<file path="config.mk">
export PLATFORM = sky130hd
export DESIGN_NAME = bpu_port_arbiter
export DESIGN_NICKNAME = d
export VERILOG_FILES = /design/src/rtl/bpu_port_arbiter_pkg.sv /design/src/rtl/bpu_port_arbiter_fifo.sv /design/src/rtl/bpu_port_arbiter.sv
export SDC_FILE = /design/constraint.sdc
export NUM_CORES = 1
export LEC_CHECK = 0
export CAP_MARGIN = 20
export CORE_MARGIN = 2
export CORE_UTILIZATION = 30
export CTS_BUF_LIST = sky130_fd_sc_hd__clkbuf_8
export CTS_CLUSTER_DIAMETER = 60
export DETAILED_ROUTE_END_ITERATION = 8
export PLACE_DENSITY = 0.47
export SLEW_MARGIN = 20
export SYNTH_ARGS = -nofsm -noshare
export SYNTH_HDL_FRONTEND = slang
export SYNTH_SLANG_ARGS = --single-unit
</file>
<file path="constraint.sdc">
create_clock -name clk -period 2.8 [get_ports clk]
set_input_delay 0.56 -clock clk [delete_from_list [all_inputs] [get_ports clk]]
set_output_delay 0.56 -clock clk [all_outputs]
set_load 0.05 [all_outputs]
</file>
<file path="src/rtl/bpu_port_arbiter_pkg.sv">
`default_nettype none
// ============================================================================
// Module      : bpu_port_arbiter_pkg
// Description : Shared fetch-stage definitions for the branch-prediction port
//               arbiter. Holds the branch opcodes, the instruction and address
//               widths, the port-command state enum and the packed update
//               entry stored in the update FIFO.
// Revision    : 1.0 - initial release
// ============================================================================
package bpu_port_arbiter_pkg;

    localparam logic [6:0] JAL    = 7'b1101111;
    localparam logic [6:0] JALR   = 7'b1100111;
    localparam logic [6:0] B_inst = 7'b1100011;

    localparam int INST_W = 24;
    localparam int ADDR_W = 32;

    // State names the command driven on the shared port in the current cycle.
    typedef enum logic [1:0] {
        IDLE   = 2'd0,
        LOOKUP = 2'd1,
        UPDATE = 2'd2
    } bpu_state_e;

    typedef struct packed {
        logic              taken;
        logic [INST_W-1:0] inst;
        logic [ADDR_W-1:0] taddr;
    } upd_entry_t;

endpackage
`default_nettype wire

</file>
<file path="src/rtl/bpu_port_arbiter_fifo.sv">
`default_nettype none
// ============================================================================
// Module      : bpu_upd_fifo
// Description : Resolution-update FIFO for the branch-prediction port arbiter.
//               Circular buffer with wrap-around pointers and an occupancy
//               counter. Also reports, per storage slot, whether a valid entry
//               carries the given 10-bit BTB/LHT index.
// Revision    : 1.0 - initial release
// Ports       : clk, rst          clock, asynchronous active-high reset
//               push, push_data   write one entry (caller guarantees !full)
//               pop               drop the head entry (caller guarantees !empty)
//               head              current head entry
//               full, empty,count occupancy status
//               match_idx, match  index to compare / per-slot hit vector
// ============================================================================
module bpu_upd_fifo
    import bpu_port_arbiter_pkg::*;
#(
    parameter int DEPTH = 4
) (
    input  logic                       clk,
    input  logic                       rst,
    input  logic                       push,
    input  upd_entry_t                 push_data,
    input  logic                       pop,
    output upd_entry_t                 head,
    output logic                       full,
    output logic                       empty,
    output logic [$clog2(DEPTH):0]     count,
    input  logic [9:0]                 match_idx,
    output logic [DEPTH-1:0]           match
);

    localparam int c_PTR_W = $clog2(DEPTH);
    localparam int c_CNT_W = c_PTR_W + 1;

    upd_entry_t           r_mem [DEPTH];
    logic [c_PTR_W-1:0]   r_wr_ptr;
    logic [c_PTR_W-1:0]   r_rd_ptr;
    logic [c_CNT_W-1:0]   r_count;

    // Storage carries no reset; validity is tracked by pointers and count.
    always_ff @(posedge clk) begin
        if (push) begin
            r_mem[r_wr_ptr] <= push_data;
        end
    end

    always_ff @(posedge clk or posedge rst) begin
        if (rst) begin
            r_wr_ptr <= '0;
            r_rd_ptr <= '0;
            r_count  <= '0;
        end else begin
            if (push) begin
                r_wr_ptr <= r_wr_ptr + c_PTR_W'(1);
            end
            if (pop) begin
                r_rd_ptr <= r_rd_ptr + c_PTR_W'(1);
            end
            case ({push, pop})
                2'b10:   r_count <= r_count + c_CNT_W'(1);
                2'b01:   r_count <= r_count - c_CNT_W'(1);
                default: r_count <= r_count;
            endcase
        end
    end

    assign head  = r_mem[r_rd_ptr];
    assign full  = (r_count == c_CNT_W'(DEPTH));
    assign empty = (r_count == '0);
    assign count = r_count;

    // A slot is live when its distance from the read pointer is below the
    // occupancy; only live slots may report an index hit.
    for (genvar i = 0; i < DEPTH; i++) begin : g_match
        logic [c_PTR_W-1:0] w_offset;
        assign w_offset = c_PTR_W'(i) - r_rd_ptr;
        assign match[i] = ({1'b0, w_offset} < r_count) &&
                          (r_mem[i].inst[9:0] == match_idx);
    end

endmodule
`default_nettype wire

</file>
<file path="src/rtl/bpu_port_arbiter.sv">
`default_nettype none
// ============================================================================
// Module      : bpu_port_arbiter
// Description : Sequencer for the single shared BTB / branch-predictor port.
//               Every cycle one command is driven: a fetch lookup (read), a
//               buffered execute-stage resolution update (write), or idle.
//               Updates are queued in bpu_upd_fifo; lookup starvation of the
//               update queue is bounded by STARVE_MAX.
// Revision    : 1.0 - initial release
// Config      : BPU_ARB_RAW_EN - when defined, a lookup whose index matches a
//               queued update is held off until that update has drained.
// Ports       : clk, rst                  clock, async active-high reset
//               lk_req/lk_cond/lk_inst    lookup request from fetch
//               lk_gnt (comb), lk_done    lookup accept / data-valid
//               up_valid/taken/inst/taddr resolution update from execute
//               up_ready                  update FIFO not full
//               read_write, buffer_select, branch_predictor_select,
//               br_inst, LHT_index, br_taddr_exe, prediction_valid_exe
//                                         registered port command
//               q_count                   update FIFO occupancy
// ============================================================================
module bpu_port_arbiter
    import bpu_port_arbiter_pkg::*;
#(
    parameter int UPD_DEPTH  = 4,
    parameter int STARVE_MAX = 8
) (
    input  logic                         clk,
    input  logic                         rst,
    input  logic                         lk_req,
    input  logic                         lk_cond,
    input  logic [INST_W-1:0]            lk_inst,
    output logic                         lk_gnt,
    output logic                         lk_done,
    input  logic                         up_valid,
    input  logic                         up_taken,
    input  logic [INST_W-1:0]            up_inst,
    input  logic [ADDR_W-1:0]            up_taddr,
    output logic                         up_ready,
    output logic                         read_write,
    output logic                         buffer_select,
    output logic                         branch_predictor_select,
    output logic [INST_W-1:0]            br_inst,
    output logic [3:0]                   LHT_index,
    output logic [ADDR_W-1:0]            br_taddr_exe,
    output logic                         prediction_valid_exe,
    output logic [$clog2(UPD_DEPTH):0]   q_count
);

    localparam int c_STV_W = $clog2(STARVE_MAX + 1);

    bpu_state_e             r_state;
    bpu_state_e             w_next_state;
    logic [c_STV_W-1:0]     r_starve;
    logic                   w_starved;
    logic                   w_fifo_full;
    logic                   w_fifo_empty;
    logic                   w_push;
    logic                   w_pop;
    logic                   w_raw_hit;
    upd_entry_t             w_head;
    upd_entry_t             w_push_data;
    logic [UPD_DEPTH-1:0]   w_match;

    assign w_push_data = '{taken: up_taken, inst: up_inst, taddr: up_taddr};
    assign w_push      = up_valid && up_ready;
    assign w_pop       = (w_next_state == UPDATE);

    bpu_upd_fifo #(
        .DEPTH     (UPD_DEPTH)
    ) u_fifo (
        .clk       (clk),
        .rst       (rst),
        .push      (w_push),
        .push_data (w_push_data),
        .pop       (w_pop),
        .head      (w_head),
        .full      (w_fifo_full),
        .empty     (w_fifo_empty),
        .count     (q_count),
        .match_idx (lk_inst[9:0]),
        .match     (w_match)
    );

`ifdef BPU_ARB_RAW_EN
    // Pending write to the same BTB/LHT slot: drain before reading it.
    assign w_raw_hit = lk_req && (|w_match);
`else
    logic w_unused_match;
    assign w_unused_match = ^w_match;
    assign w_raw_hit      = 1'b0;
`endif

    assign w_starved = (r_starve == c_STV_W'(STARVE_MAX));

    // Next-state choice depends only on queue status and the request; the
    // current command never constrains the next one.
    always_comb begin
        w_next_state = IDLE;
        if (!w_fifo_empty && (w_fifo_full || w_starved || !lk_req || w_raw_hit)) begin
            w_next_state = UPDATE;
        end else if (lk_req) begin
            w_next_state = LOOKUP;
        end
    end

    // No lookup is accepted while reset is held.
    assign lk_gnt    = lk_req && (w_next_state == LOOKUP) && !rst;
    assign up_ready  = !w_fifo_full;
    assign lk_done   = (r_state == LOOKUP);
    assign LHT_index = br_inst[3:0];

    always_ff @(posedge clk or posedge rst) begin
        if (rst) begin
            r_state  <= IDLE;
            r_starve <= '0;
        end else begin
            r_state <= w_next_state;
            if (w_fifo_empty || (w_next_state == UPDATE)) begin
                r_starve <= '0;
            end else if (!w_starved) begin
                r_starve <= r_starve + c_STV_W'(1);
            end
        end
    end

    // Port command register: loaded with the command chosen at this edge.
    // br_inst and br_taddr_exe hold their last value while idle.
    always_ff @(posedge clk or posedge rst) begin
        if (rst) begin
            read_write              <= 1'b1;
            buffer_select           <= 1'b0;
            branch_predictor_select <= 1'b0;
            br_inst                 <= '0;
            br_taddr_exe            <= '0;
            prediction_valid_exe    <= 1'b0;
        end else begin
            case (w_next_state)
                LOOKUP: begin
                    read_write              <= 1'b1;
                    buffer_select           <= 1'b1;
                    branch_predictor_select <= lk_cond;
                    br_inst                 <= lk_inst;
                    prediction_valid_exe    <= 1'b0;
                end
                UPDATE: begin
                    read_write              <= 1'b0;
                    buffer_select           <= 1'b1;
                    branch_predictor_select <= 1'b1;
                    br_inst                 <= w_head.inst;
                    br_taddr_exe            <= w_head.taddr;
                    prediction_valid_exe    <= w_head.taken;
                end
                default: begin
                    read_write              <= 1'b1;
                    buffer_select           <= 1'b0;
                    branch_predictor_select <= 1'b0;
                    prediction_valid_exe    <= 1'b0;
                end
            endcase
        end
    end

endmodule
`default_nettype wire

</file>
======== Word level (Yosys, flattened, before mapping) ========
Memories as Yosys holds them, arrays and structs flattened.
Cells that the tools add are included.
operators by class
  add/sub/neg operators ................... 5
  equality and inequality tests ........... 8
  multiplexer cells ....................... 12
  reductions and logical operators ........ 15
operator list
  operator                                                count
  one-hot mux 24 bit (2 select lines)                     1
  two-way mux 4 bit                                       2
  == test 2 x 1 -> 1 bit (second input constant)          3
  two-way mux 1 bit                                       6
  one-hot mux 3 bit (2 select lines)                      1
  adder 2 x 1 -> 2 bit (second input constant)            2
  adder 4 x 1 -> 4 bit (second input constant)            1
  == test 2 bit (second input constant)                   2
  == test 4 bit (second input constant)                   1
  logical AND 1 bit                                       4
  logical NOT 1 bit                                       4
  nonzero test 2 bit                                      2
  adder 3 x 1 -> 3 bit (second input constant)            1
  == test 3 bit (second input constant)                   1
  logical NOT 3 bit                                       1
  logical OR 1 bit                                        3
  subtractor 3 x 1 -> 3 bit (second input constant)       1
  two-way mux 2 bit                                       1
  inequality test 2 x 1 -> 1 bit (second input constant)  1
  one-hot mux 1 bit (2 select lines)                      1
  OR reduction 2 bit                                      1
word-level totals
  register bits after elaboration ......... 73
  bits in writable memories ............... 228
  input port bits ......................... 86
  output and inout port bits .............. 70
  word-level logic and storage cells ...... 52
  memories ................................ 1
memories
  name          depth  bits a word  rd ports  clocked after memory_dff  wr ports  line                         text
  u_fifo.r_mem  4      57           1         0                         1         bpu_port_arbiter_fifo.sv:37  upd_entry_t r_mem [DEPTH];

======== Logic depth before layout (Yosys ltp) ========
  depth after elaboration ................. 8
  depth in mapped cells ................... 10
  mapped depth without buffers ............ 9

======== Cells and area by module ========
Synthesis repeated with hierarchy kept, for this count alone.
unflattened totals
  cell total of the unflattened synthesis .. 596
  area total of the unflattened synthesis .. 12019.0 µm²
modules (own cells, without submodules)
  module            instances  cells an instance  area an instance (µm²)  sequential area each (µm²)
  bpu_upd_fifo      1          410                9188.8                  7021.7
  bpu_port_arbiter  1          186                2830.2                  1652.8

======== Least setup slack after synthesis ========
Ideal clock, no wire load.
  path kind ............................... register to register
  start point ............................. reg u_fifo.r_count[0], in the netlist u_fifo.count[0]
  end point ............................... mem u_fifo.r_mem[2][0] (netlist name), enable pin
  library setup time ...................... 0.421 ns
  arrival ................................. 2.597 ns
  required time ........................... 2.379 ns
  slack ................................... -0.217 ns
  stages on the path, launching flop included .. 4
  buffers on the path ..................... 0
  period minus slack after synthesis ...... 3.017 ns
  path through ............................ dfrtp_1 nor2_1 a21boi_1 and2_1
on the way
  longest elaborated chain between the ends .. 5
ends and longest elaborated chain
  item                                     line                         text
  start: declaration                       bpu_port_arbiter_fifo.sv:40  logic [c_CNT_W-1:0] r_count;
  start signal: assignment                 bpu_port_arbiter_fifo.sv:62  2'b10: r_count <= r_count + c_CNT_W'(1);
  start signal: assignment                 bpu_port_arbiter_fifo.sv:63  2'b01: r_count <= r_count - c_CNT_W'(1);
  start signal: assignment                 bpu_port_arbiter_fifo.sv:64  default: r_count <= r_count;
  == test 3 bit                            bpu_port_arbiter_fifo.sv:70  assign full = (r_count == c_CNT_W'(DEPTH));
  logical NOT 1 bit                        bpu_port_arbiter.sv:109      assign up_ready = !w_fifo_full;
  logical AND 1 bit                        bpu_port_arbiter.sv:66       assign w_push = up_valid && up_ready;
  two-way mux 1 bit                        bpu_port_arbiter_fifo.sv:44  if (push) begin
  two-way mux 1 bit (not written as such)  bpu_port_arbiter_fifo.sv:45  r_mem[r_wr_ptr] <= push_data;
  end: declaration                         bpu_port_arbiter_fifo.sv:37
No other way between the ends.

======== Worst setup path in the final report ========
  start point ............................. reg r_starve[0]
  end point ............................... out lk_gnt
on the way
  longest elaborated chain between the ends .. 8
ends and longest elaborated chain
  item                             line                     text
  start: declaration               bpu_port_arbiter.sv:54   logic [c_STV_W-1:0] r_starve;
  start signal: assignment         bpu_port_arbiter.sv:122  r_starve <= r_starve + c_STV_W'(1);
  == test 4 bit                    bpu_port_arbiter.sv:94   assign w_starved = (r_starve == c_STV_W'(STARVE_MAX));
  logical OR 1 bit (2 in series)   bpu_port_arbiter.sv:100  if (!w_fifo_empty && (w_fifo_full || w_starved || !lk_req || w_raw_hit)) begin
  logical AND 1 bit                bpu_port_arbiter.sv:100
  two-way mux 2 bit                bpu_port_arbiter.sv:100
  == test 2 x 1 -> 1 bit           bpu_port_arbiter.sv:108  assign lk_gnt = lk_req && (w_next_state == LOOKUP) && !rst;
  logical AND 1 bit (2 in series)  bpu_port_arbiter.sv:108
  end: declaration                 bpu_port_arbiter.sv:33   output logic lk_gnt,
No other way between the ends.

==> results.toml <==
[run_status]
status = "complete, no violations"

[grt]
grt_pass1_wl_um = 39300
grt.overflow.total = 0
grt_max_degree = 50
antenna_found_initial = 1
grt_usage = 0.133
grt_pass1_vias = 6459

[floorplanning]
die_area_sq_um = 39900
coreArea_sq_um = 37800
boundaryPins = 156
rows = 71
die_h_um = 200
initial_core_util = 0.305
die_w_um = 200

[setup_path]
critical_path.startpoint_type = "flop"
critical_path.max_stage_delay_ns = 0.41
crit_path_end = "lk_gnt"
crit_slowest_cell = "dfrtp_1"
startpoint = "r_starve[0]"
cp.depth = 7
rrSetupSlack_ns = 0.61
worstRegToRegCells = 8
worstPathRequired_ns = 2.24
r2r_end = "u_fifo.count[1]"
worstPathArrival_ns = 2.10
endpoint_kind = "output port"
crit_chain = "inv_1 -> ha_1 -> nand3b_1 -> buf_4 -> a22oi_2 -> nor2_1 -> buf_12"
path_max_fanout = 7
criticalPathCategory = "reg -> out"
rr_startpoint = "r_starve[0]"
path_buf_inv = 3
crit_family = "buffers and inverters"

[drt]
drt_iter0_markers = 300
drc = 0
ant_nets = 0
first_pass_iters = 5
vias = 5805
wl_per_cell_um = 20.3
wl_um = 26000
routed_via_density = 4.53

[synth]
synth_area_per_cell_sq_um = 21.9
yosysSeqAreaShare = 0.754
synthesis.nets = 619
synth_area_leader_cell = "edfxtp_1"
ys_seq_elements = 301
yosysWarningCount = 0
yosys.area.top_type_share = 0.595
synthTopCellsByArea = "edfxtp_1 (60%), dfrtp_1 (16%), mux4_2 (11%)"
synth_area_sq_um = 11500
yosysUniqueCellTypes = 35
synth_cells = 525

[placement]
dp_hpwl_um = 15900
place_congestion = 0.673
io_buffer_count = 155

[sta]
fin_skew_ns = 0.0101
finalHoldViolations = 0
fin_crit_sh = 0.949
max_freq_mhz = 376
rsz0062_at_grt = "no"
setup-tns-final_ns = 0
relSlewSlack = 0.453
slew_violations = 0
max_slew.worst_pin.slew_ns = 0.820
layout_min_cycle_time_ns = 2.66
finalSetupViolCount = 0

[pwr]
leakagePower_uw = 0.00529
power.total_uw = 17700
ir_worst_vdd_v = 0.000444
powerDensity_nw_per_um2 = 1190

[clocking]
clk_latency_ns = 0.56
cts_made_buffers = 52
clk_path_buf_depth = 3
cts_tree = "yes"
clockRootBuffer = "clkbuf_8"
htree_levels = 2
cts_sinks = 301
cts_resized = 0
clk_pin_slew_worst_paths_ns = 0.06
hold_buffers = 0

[cells_and_area]
final_util = 0.395
diodes = 0
fin_nets = 820
syn_to_final_growth_pct = 29.6
drive_gt1_frac = 0.286

[flow_run]
maxCapViolations = 0

[worst_hold_path]
min_path_type = "in -> async"
-- layout by cell type, fill, tap and decap left out, types with 2 or more instances in the layout --
cell             count
edfxtp_1           228
clkdlybuf4s50_1    154
dfrtp_1             70
clkbuf_8            58
mux4_2              57
inv_1               30
a211o_1             24
o221a_2             24
mux2_4              18
mux2_2              16
buf_12              14
buf_4               13
clkinv_1             9
ha_1                 7
nor2_1               6
xnor2_1              5
and2_4               4
bufinv_16            4
clkinv_2             3
xor2_1               3
nand2_1              2
clkinvlp_4           2
dfrtp_4              2
-- Yosys cell counts, drive strengths merged --
cell type and instances:
a211o 24, a211oi 1, a21boi 1, a21o 1, a21oi 2, a22oi 1, and2 5, and3 1
buf 27, clkbuf 7, dfrtp 72, dfstp 1, edfxtp 228, fa 1, ha 7, inv 9
mux2 34, mux4 57, nand2 2, nand2b 1, nand3 1, nand3b 1, nor2 6, nor2b 1
nor3 1, o21a 1, o221a 24, xnor2 5, xor2 3
-- through the flow --
stage	hold slack, ns	instances	worst slack, ns	instance area [sq um]
after global placement	0.463	1182	0.189	13800
after floorplan	0.450	525	0.150	11500
final	0.298	1281	0.142	14900
after global routing	0.315	1281	0.00421	14900
after CTS	0.264	1281	0.0572	14900
after detailed placement	0.497	1182	0.211	13800
-- cells by family (layout without fill, tap and decap cells) --
family                     after synthesis  count (layout)  share of synthesized area
buffers and inverters                   43             288                     0.0239
DFF                                    301             301                      0.754
AOI/OAI and AO/OA                       55              55                     0.0473
adders and majority gates                8               8                    0.00935
xor gates and xnor gates                 8               8                    0.00609
and+or+nand+nor                         19              19                    0.00848
muxes                                   91              91                      0.151
-- how the worst min path moves through the flow --
stage / end / cells after the start / from
final: br_inst[21] / 2 / rst
after floorplan: r_starve[0] / 1 / r_starve[0]
after CTS: br_inst[21] / 2 / rst
after detailed placement: br_taddr_exe[15] / 1 / br_taddr_exe[15]
after global placement: r_starve[0] / 1 / r_starve[0]
after global routing: br_inst[21] / 2 / rst
-- area by class of cell --
| cell class | count | area, sq um |
|---|---|---|
| fill | 3403 | 22800 |
| timing repair buffer | 181 | 1920 |
| clock inverter | 40 | 270 |
| inverter | 9 | 35.0 |
| tap | 511 | 639 |
| sequential | 301 | 8680 |
| multi-input combinational | 181 | 2570 |
| clock buffer | 58 | 798 |
-- state kept, by name, indices dropped and copies added (netlist names) --
signal / count
u_fifo.r_mem: 228
u_fifo.count: 3
r_starve: 4
u_fifo.r_rd_ptr: 2
br_inst: 24
r_state: 2
read_write: 1
prediction_valid_exe: 1
br_taddr_exe: 32
branch_predictor_select: 1
u_fifo.r_wr_ptr: 2
buffer_select: 1
-- repair_timing --
item	CTS	global route
setup buffers	1	0
endpoints found under the setup margin	1	0
hold endpoints to repair	0	0
-- worst register-to-register path, cell delays in order, from the launching register on --
cell	delay, ns
dfrtp_1	0.41
inv_1	0.07
ha_1	0.13
nand3b_1	0.14
buf_4	0.20
a21oi_4	0.16
ha_1	0.24
fa_1	0.44
mux2_2	0.27
-- where the power goes --
| group | leakage (uW) | switching, uW | total (uW) | internal (uW) |
|---|---|---|---|---|
| Combinational | 0.00174 | 3750 | 6880 | 3130 |
| Sequential | 0.00294 | 730 | 6840 | 6110 |
| Clock | 0.000617 | 1720 | 3990 | 2270 |
| Total | 0.00529 | 6210 | 17700 | 11500 |
-- per-layer routing --
metal | vias to the layer above | GRT usage | part of all wire | routed length, um
li1 | 2564 | - | - | -
met1 | 3036 | 0.163 | 0.42 | 11000
met2 | 163 | 0.231 | 0.50 | 12900
met3 | 40 | 0.0344 | 0.061 | 1580
met4 | 2 | 0.0359 | 0.017 | 447
met5 | - | 0 | 0.00042 | 11
Note: power is estimated with default switching activity, not from simulation.
